### src/rtl/data_ram_arbiter.sv
// Two-master round-robin arbiter in front of a single-port data RAM.
// The RAM reads combinationally and writes a whole word in one cycle.
// m0 is the CPU data port, m1 the loader/debug port. Partial-lane writes
// become a read-modify-write (grant cycle, RMW_RD, RMW_WR).
// Optional statistics counters: define DATA_RAM_ARB_STATS_EN.
module data_ram_arbiter #(
    parameter int ADDR_WIDTH = 32,
    parameter bit RR_INIT    = 1'b0
) (
    input  logic                  clk,
    input  logic                  reset,
    input  logic [ADDR_WIDTH-1:0] m0_address,
    input  logic                  m0_read,
    input  logic                  m0_write,
    input  logic [31:0]           m0_writedata,
    input  logic [3:0]            m0_byteenable,
    output logic [31:0]           m0_readdata,
    output logic                  m0_waitrequest,
    input  logic [ADDR_WIDTH-1:0] m1_address,
    input  logic                  m1_read,
    input  logic                  m1_write,
    input  logic [31:0]           m1_writedata,
    input  logic [3:0]            m1_byteenable,
    output logic [31:0]           m1_readdata,
    output logic                  m1_waitrequest,
    output logic [ADDR_WIDTH-1:0] s_address,
    output logic                  s_read,
    output logic                  s_write,
    output logic [31:0]           s_writedata,
    input  logic [31:0]           s_readdata
`ifdef DATA_RAM_ARB_STATS_EN
    ,
    output logic [31:0]           grant_cnt_m0,
    output logic [31:0]           grant_cnt_m1,
    output logic [31:0]           conflict_cnt
`endif
);

    typedef enum logic [1:0] {IDLE, RMW_RD, RMW_WR} state_t;

    localparam logic [ADDR_WIDTH-1:0] WORD_MASK = ~ADDR_WIDTH'(3);

    state_t      state_q, state_d;
    logic        last_grant_q, last_grant_d;   // master granted most recently
    logic [31:0] rmw_word_q, rmw_word_d;

    logic                  req0, req1, sel, done, rd_ok;
    logic [ADDR_WIDTH-1:0] g_addr;
    logic                  g_read, g_write;
    logic [31:0]           g_wdata, lane_mask, merged;
    logic [3:0]            g_be;

    // State registers; everything returns to IDLE so an interrupted RMW never writes.
    // NOTE: sequential state uses non-blocking assignments so all flops sample pre-edge values.
    always_ff @(posedge clk or posedge reset) begin
        if (reset) begin
            state_q      <= IDLE;
            last_grant_q <= ~RR_INIT;
            rmw_word_q   <= '0;
        end else begin
            state_q      <= state_d;
            last_grant_q <= last_grant_d;
            rmw_word_q   <= rmw_word_d;
        end
    end

    // Arbitration, RAM bus mux, RMW sequencing and master handshakes.
    // NOTE: every signal gets a default first, so no path leaves a latch behind.
    always_comb begin
        state_d        = state_q;
        last_grant_d   = last_grant_q;
        rmw_word_d     = rmw_word_q;
        s_address      = '0;
        s_read         = 1'b0;
        s_write        = 1'b0;
        s_writedata    = '0;
        m0_waitrequest = 1'b1;
        m1_waitrequest = 1'b1;
        m0_readdata    = '0;
        m1_readdata    = '0;
        done           = 1'b0;
        rd_ok          = 1'b0;

        req0 = m0_read | m0_write;
        req1 = m1_read | m1_write;

        // In IDLE pick a requester (alternate on conflict); otherwise stay locked.
        if (state_q == IDLE) sel = (req0 && req1) ? ~last_grant_q : req1;
        else                 sel = last_grant_q;

        g_addr  = sel ? m1_address    : m0_address;
        g_read  = sel ? m1_read       : m0_read;
        g_write = sel ? m1_write      : m0_write;
        g_wdata = sel ? m1_writedata  : m0_writedata;
        g_be    = sel ? m1_byteenable : m0_byteenable;

        lane_mask = {{8{g_be[3]}}, {8{g_be[2]}}, {8{g_be[1]}}, {8{g_be[0]}}};
        merged    = (s_readdata & ~lane_mask) | (g_wdata & lane_mask);

        if (!reset) begin
            case (state_q)
                IDLE: begin
                    if (req0 || req1) begin
                        last_grant_d = sel;
                        s_address    = g_addr & WORD_MASK;
                        if (g_write && g_be != 4'h0 && g_be != 4'hF) begin
                            s_read     = 1'b1;
                            rmw_word_d = merged;
                            state_d    = RMW_RD;
                        end else begin
                            s_read      = g_read & ~g_write;
                            s_write     = g_write & (g_be != 4'h0);
                            s_writedata = g_write ? g_wdata : 32'h0;
                            rd_ok       = g_read & ~g_write;
                            done        = 1'b1;
                        end
                    end
                end
                RMW_RD: begin
                    s_address  = g_addr & WORD_MASK;
                    s_read     = 1'b1;
                    rmw_word_d = merged;
                    state_d    = RMW_WR;
                end
                RMW_WR: begin
                    s_address   = g_addr & WORD_MASK;
                    s_write     = 1'b1;
                    s_writedata = rmw_word_q;
                    done        = 1'b1;
                    state_d     = IDLE;
                end
                default: state_d = IDLE;
            endcase
        end

        if (done) begin
            if (sel) begin
                m1_waitrequest = 1'b0;
                m1_readdata    = rd_ok ? s_readdata : 32'h0;
            end else begin
                m0_waitrequest = 1'b0;
                m0_readdata    = rd_ok ? s_readdata : 32'h0;
            end
        end
    end

`ifdef DATA_RAM_ARB_STATS_EN
    logic [31:0] grant_cnt_m0_q, grant_cnt_m0_d;
    logic [31:0] grant_cnt_m1_q, grant_cnt_m1_d;
    logic [31:0] conflict_cnt_q, conflict_cnt_d;

    // Count completed accesses per master and IDLE cycles with both requesting.
    always_comb begin
        grant_cnt_m0_d = grant_cnt_m0_q + {31'b0, ~m0_waitrequest};
        grant_cnt_m1_d = grant_cnt_m1_q + {31'b0, ~m1_waitrequest};
        conflict_cnt_d = conflict_cnt_q
                       + {31'b0, (state_q == IDLE) && req0 && req1 && !reset};
    end

    // Statistics counter registers (wrap naturally at 2^32).
    always_ff @(posedge clk or posedge reset) begin
        if (reset) begin
            grant_cnt_m0_q <= '0;
            grant_cnt_m1_q <= '0;
            conflict_cnt_q <= '0;
        end else begin
            grant_cnt_m0_q <= grant_cnt_m0_d;
            grant_cnt_m1_q <= grant_cnt_m1_d;
            conflict_cnt_q <= conflict_cnt_d;
        end
    end

    assign grant_cnt_m0 = grant_cnt_m0_q;
    assign grant_cnt_m1 = grant_cnt_m1_q;
    assign conflict_cnt = conflict_cnt_q;
`endif

endmodule

### config.mk
export PLATFORM = sky130hd
export DESIGN_NAME = data_ram_arbiter
export DESIGN_NICKNAME = d
export VERILOG_FILES = /design/src/rtl/data_ram_arbiter.sv
export SDC_FILE = /design/constraint.sdc
export NUM_CORES = 1
export LEC_CHECK = 0
export CAP_MARGIN = 10
export CORE_ASPECT_RATIO = 0.5
export CORE_MARGIN = 2
export CORE_UTILIZATION = 35
export CTS_BUF_LIST = sky130_fd_sc_hd__clkbuf_2
export DETAILED_ROUTE_END_ITERATION = 12
export GPL_ROUTABILITY_DRIVEN = 0
export GPL_TIMING_DRIVEN = 0
export PLACE_DENSITY = 0.9
export SYNTH_ARGS = -nofsm -noshare
export SYNTH_HDL_FRONTEND = slang
export SYNTH_SLANG_ARGS = --single-unit
### constraint.sdc
create_clock -name clk -period 6.7 [get_ports clk]
set_input_delay 0.67 -clock clk [delete_from_list [all_inputs] [get_ports clk]]
set_output_delay 0.67 -clock clk [all_outputs]
set_load 0.02 [all_outputs]
==> flow_metrics.py, run 1 <==
metrics = {
    "setup_path": {
        "required_ps": 6030,
        "cp_slowest_stage_delay_ps": 850,
        "crit_arrival_ps": 3910,
        "path_class": "in2out",
        "cp_num_cells": 7,
        "crit_chain": "clkbuf_1, inv_2, nand3_1, nor3_1, clkbuf_1, and2_1, clkdlybuf4s50_1",
        "r2r-end": "rmw_word_q[8]",
        "cp_num_buf_inv": 4,
        "timing.rr.start": "state_q[0]",
        "r2r_setup_slack_ps": 3880,
        "start_kind": "primary input",
        "cp_max_fo": 39,
        "r2r_cells": 9,
        "critPathSlowestCell": "nor3_1",
        "critical-path-top-delay-family": "buffers and inverters",
        "worstSetupEndpointType": "output pin",
        "critPathMostFrequentCell": "clkbuf_1",
    },
    "cts": {
        "hold_buffers": 0,
        "post_cts_buffers": 0,
        "cts_tree": "built",
        "ctsResizeCount": 0,
        "htree_levels": 2,
        "cts_root_buf": "clkbuf_2",
        "clock_sinks": 35,
        "clk_latency_ps": 420,
        "cts_buffers": 5,
        "clk_pin_slew_worst_paths_ps": 200,
        "clock_path_buffers": 2,
    },
    "layout": {
        "stdcell_count": 983,
        "nFillCells": 907,
        "n_antenna_cell": 0,
        "layout.cells.most_common": "clkdlybuf4s50_1",
        "final_cell_mix": "298 x clkdlybuf4s50_1, 68 x nand2_1, 65 x and2_1, 41 x inv_1, 37 x nor2_1",
        "nNetsFinal": 1016,
        "seqCellArea_sq_um": 877,
        "syn_to_final_growth_pct": 80.3,
        "drive_gt1_share_pct": 7.52,
        "multi_input_area_sq_um": 2830,
    },
    "synth": {
        "ys_types": 40,
        "netlist_instances": 531,
        "post-synth-top-area-cell": "dfrtp_1",
        "synth_seq_cells": 35,
        "synth_area_sq_um": 4060,
        "avgSynthCellArea_sq_um": 7.65,
        "synth.area.top_cells": "dfrtp_1 21%, and2_1 10%, mux2_2 10%, mux2i_1 8.4%, a32oi_1 6.9%",
        "ys_seq_area_share_pct": 21.6,
        "yosysWarnings": 0,
        "yosysTopAreaCellShare_pct": 21.0,
    },
    "routing": {
        "drc": 0,
        "vias_per_cell": 5.48,
        "routedWlPerCell_microns": 18.5,
        "drt.antenna.violating_nets": 0,
        "first_pass_iters": 5,
        "drtIter0Drc": 455,
        "wl_mm": 18.2,
        "via_count": 5383,
    },
    "timing": {
        "setup_violations": 0,
        "fin_tns_setup_ps": 0,
        "skew_ps": 8.73,
        "max_clock_freq_mhz": 218,
        "slew_viol_final": 0,
        "tightest_slew_ps": 1030,
        "min_period_ps": 4580,
        "period_share_pct": 68.4,
        "finalHoldViolCount": 0,
        "hold_ws_ps": 538,
        "relSlewSlack_pct": 30.8,
        "rsz0062_at_grt": "no",
    },
    "power": {
        "seqPwrFrac_pct": 15.5,
        "clockPowerShare_pct": 7.4,
        "combPwrFrac_pct": 77.1,
        "p_int_mw": 1.26,
        "peakVddDrop_v": 0.000237,
        "p_per_area_nw_per_um2": 343,
        "swShare_pct": 49.9,
        "p_leak_nw": 2.84,
        "netSwitchingPower_mw": 1.25,
    },
    "min_path": {
        "min_from": "rmw_word_q[17]",
        "hp-class": "reg2reg",
        "whs_path_depth": 2,
        "holdPathEnd": "rmw_word_q[17]",
    },
    "floorplanning": {
        "die_height_microns": 80.2,
        "dieArea_sq_um": 12500,
        "io_pins": 306,
        "die_w_microns": 156,
        "fp-row-count": 27,
        "design.core.area_sq_um": 11100,
        "initial_core_util_pct": 36.4,
    },
    "global_route": {
        "grt_max_degree": 40,
        "grt_overflow_total": 0,
        "grt_pass1_wl_mm": 27.1,
        "antenna_found_initial": 0,
        "grtUsageTotal_pct": 27.2,
        "grt_pass1_vias": 5229,
    },
    "run_status": {
        "status": "completed",
    },
    "placement": {
        "dp_hpwl_mm": 14.4,
        "io_buffers": 298,
        "place_inst": 975,
    },
    "run": {
        "maxCapViolCount": 0,
    },
}
-- synth_stat cells --
cell type,number
a21o_1,1
a21oi_1,34
a22oi_1,2
a2bb2oi_1,1
a32oi_1,32
and2_1,65
buf_1,3
buf_2,7
buf_4,2
buf_6,3
clkbuf_1,29
conb_1,1
dfrtp_1,34
dfstp_2,1
ha_1,5
inv_1,42
mux2_1,1
mux2_2,36
mux2_4,1
mux2i_1,34
nand2_1,68
nand2b_1,1
nand3_1,3
nand3b_1,1
nand4_1,2
nor2_1,37
nor3_1,2
o211ai_1,4
o21a_1,1
o21a_2,1
o21ai_0,2
o21ai_1,2
o21ai_2,1
o221ai_1,32
o22ai_1,1
o22ai_4,1
o41ai_4,1
or3_1,32
or4_1,4
or4b_1,1
-- sequential cells by signal, indices dropped and copies added (netlist names) --
name and count:
rmw_word_q 32, state_q 2, last_grant_q 1
-- cell type report --
cell class              count  area share [%]
plain buffers              44            2.79
clock buffers               5           0.342
clock inverters             3           0.923
inverters                  42            2.15
multi-input cells         411            38.6
flip-flops and latches     35            12.0
well taps                 145            2.48
repair buffers            298            40.7
-- per-stage QoR --
stage	power [mW]	util, %	setup slack [ps]	instance area, sq um
finish	2.51	65.7	2120	7320
global route	2.66	65.7	1890	7320
CTS	2.49	65.7	2170	7320
detailed placement	2.30	64.8	2160	7230
global placement	2.25	64.8	1650	7230
floorplan	1.59	-	3260	4060
-- cell families (layout without fill, tap and decap cells) --
family	Yosys count	in the layout	share of synthesized area, %
flops	35	35	21.6
buf+inv	86	392	8.91
compound gates	116	116	21.9
simple gates	216	216	26.9
other cells	1	2	0.0924
fa+ha+maj	5	5	1.54
mux	72	72	19.0
-- power by group through the flow --
stage          clock (mW)  sequential [mW]  combinational, mW
5_1_grt             0.195            0.401               2.07
3_5_place_dp            0            0.392               1.91
2_1_floorplan           0            0.370               1.22
6_report            0.185            0.389               1.94
4_1_cts             0.184            0.385               1.92
3_3_place_gp            0            0.383               1.86
-- layer usage --
layer  GRT usage [%]  vias to the layer above  part of all wire (%)
met2            48.1                      240                    50
met1            33.4                     2570                    41
met5               0                        -                     0
met3            4.32                       54                   5.8
met4            10.6                        0                   3.5
li1                -                     2519                     -
-- worst reg2reg max path: stages (launching register included) --
cell and delay, ps:
dfrtp_1 480, inv_1 130, ha_1 290, buf_2 260, inv_1 110, a2bb2oi_1 430, buf_2 350, nand2_1 260
o221ai_1 290, mux2i_1 110
-- worst max-delay path by stage --
stage / to / start / slack [ps]
2_1_floorplan: m0_readdata[10] / reset / 3260
3_3_place_gp: m1_readdata[18] / reset / 1650
3_5_place_dp: m1_readdata[23] / reset / 2160
4_1_cts: m1_readdata[23] / reset / 2170
5_1_grt: m1_readdata[26] / reset / 1890
6_report: m1_readdata[24] / reset / 2120
Power figures use the tool's default switching activity.
==> run 2, diff against run 1 <==
Settings changed: CORE_UTILIZATION 35 to 32, PLACE_DENSITY 0.9 to 0.87.
Clock period 6.7 ns to 4.15 ns, I/O delays scaled along.
==> run 2 against run 1 <==
Effect of this change:
- combinational power up 62%
- count of clock-buffer cells in the layout unchanged
- register-to-register slack worse by 2500 ps
- critical path depth up 2
- worst hold slack worse by 220 ps
- sequential cell count unchanged
- global-route usage down 1.5 points
- core utilization down 6.9 points
==> flow_metrics.py, run 2 (same netlist as run 1, synthesis figures left out) <==
metrics = {
    "run_status": {
        "status": "completed",
    },
    "routing": {
        "wl_mm": 18.3,
        "wl_met3_mm": 1.27,
        "wl_met1_mm": 7.31,
        "via_count": 5401,
        "routed.top_layer": "met4",
        "drc": 0,
        "vias_per_cell": 5.36,
        "drt.antenna.violating_nets": 0,
        "routed-wl-met2_mm": 9.08,
        "first_pass_iters": 6,
        "drtIter0Drc": 476,
        "routedWlPerCell_microns": 18.1,
    },
    "power": {
        "peakVddDrop_v": 0.000368,
        "p_leak_nw": 2.85,
        "p_per_area_nw_per_um2": 544,
    },
    "timing": {
        "setup_violations": 0,
        "period_share_pct": 97.8,
        "relSlewSlack_pct": 45.2,
        "setup_ws_ps": 92.8,
        "slew_viol_final": 0,
        "skew_ps": 17.0,
        "min_period_ps": 4060,
        "fin_tns_setup_ps": 0,
        "max_clock_freq_mhz": 246,
        "tightest_slew_ps": 821,
        "finalHoldViolCount": 0,
    },
    "floorplanning": {
        "dieArea_sq_um": 13700,
        "die_w_microns": 163,
        "initial_core_util_pct": 32.4,
        "design.core.area_sq_um": 12500,
        "die_height_microns": 83.7,
        "io_pins": 306,
        "fp-row-count": 29,
    },
    "layout": {
        "stdcell_count": 1008,
        "nNetsFinal": 1016,
        "final_cell_mix": "298 x clkdlybuf4s50_1, 68 x nand2_1, 65 x and2_1, 41 x inv_1",
        "fin_util_pct": 58.7,
        "nFillCells": 1061,
        "n_antenna_cell": 0,
        "final_area_sq_um": 7350,
        "syn_to_final_growth_pct": 81.1,
        "drive_gt1_share_pct": 8.47,
        "largest_reg_flops": 32,
        "layout.cells.most_common": "clkdlybuf4s50_1",
        "largestRegisters": "rmw_word_q: 32 flops, state_q: 2 flops, last_grant_q: 1 flops",
        "top_register": "rmw_word_q",
    },
    "cts": {
        "cts_root_buf": "clkbuf_2",
        "cts_buffers": 5,
        "post_cts_buffers": 0,
        "clk_latency_ps": 420,
        "clk_pin_slew_worst_paths_ps": 220,
        "htree_levels": 2,
        "cts_tree": "built",
        "clock_path_buffers": 2,
        "clock_sinks": 35,
    },
    "setup_path": {
        "required_ps": 3730,
        "worstSetupEndpointType": "output pin",
        "critPathSlowestCell": "clkdlybuf4s50_1",
        "path_class": "reg2out",
        "cp_max_fo": 10,
        "crit_chain": "inv_1, ha_1, o21ai_2, o22ai_4, buf_2, nor3_2, clkbuf_1, and2_1, clkdlybuf4s50_1",
        "start_kind": "flip-flop",
        "cp_num_buf_inv": 4,
        "critical-path-top-delay-family": "buffers and inverters",
        "cp_slowest_stage_delay_ps": 620,
        "crit_arrival_ps": 3640,
    },
    "run": {
        "maxCapViolCount": 0,
    },
    "placement": {
        "place_area_sq_um": 7260,
        "io_buffers": 298,
        "place_inst": 1000,
        "dp_hpwl_mm": 14.5,
        "post-place-ws_ps": 44.3,
    },
    "global_route": {
        "grtUsageTotal_pct": 25.6,
        "antenna_found_initial": 0,
        "grt_max_degree": 40,
        "grt_pass1_vias": 5321,
        "grt_overflow_total": 0,
        "grt_pass1_wl_mm": 27.9,
    },
    "min_path": {
        "hp-class": "in2async",
    },
}
[run 2: path summary, 6_finish.rpt]
check	depth (start not counted)	end	startpoint	slack [ps]
min	2	rmw_word_q[31]	reset	320
min in group clk	2	rmw_word_q[16]	rmw_word_q[16]	530
max reg2reg	9	rmw_word_q[31]	state_q[0]	1390
max in group asynchronous	2	rmw_word_q[2]	reset	3330
min reg2reg	2	rmw_word_q[16]	rmw_word_q[16]	530
max	9	m0_readdata[26]	state_q[0]	90
[run 2: what timing repair did]
action                                  CTS  global route
hold endpoints to repair                  0             0
endpoints found under the setup margin   24            53
hold buffers                              0             0
resized for setup                         2             7
gates cloned                              0             0
[run 2: cell type report]
cell class	instances	area, sq um	area share (%)
Timing Repair Buffer	298	2980	40.6
Buffer	44	209	2.84
Multi-Input combinational cell	411	2840	38.7
Tap cell	170	213	2.89
Clock inverter	3	43.8	0.596
Inverter	42	158	2.14
Sequential cell	35	877	11.9
Clock buffer	5	25.0	0.340
[run 2: stage by stage]
| stage | hold slack [ps] | total power [mW] |
|---|---|---|
| finish | 315 | 4.00 |
| global route | 402 | 4.27 |
| detailed placement | 513 | 3.70 |
| CTS | 339 | 3.96 |
| floorplan | 493 | 2.56 |
| global placement | 506 | 3.63 |
[run 2: power by group]
group	internal, mW	leakage [nW]	switching, mW
combinational	1.36	2.42	1.77
clock	0.102	0.0429	0.139
sequential	0.516	0.390	0.106
[run 2: metal layers]
| metal | vias to the layer above | track usage [%] |
|---|---|---|
| met3 | 49 | 4.47 |
| met4 | 0 | 9.17 |
| met5 | - | 0 |
| met1 | 2585 | 30.7 |
| li1 | 2522 | - |
| met2 | 245 | 46.0 |
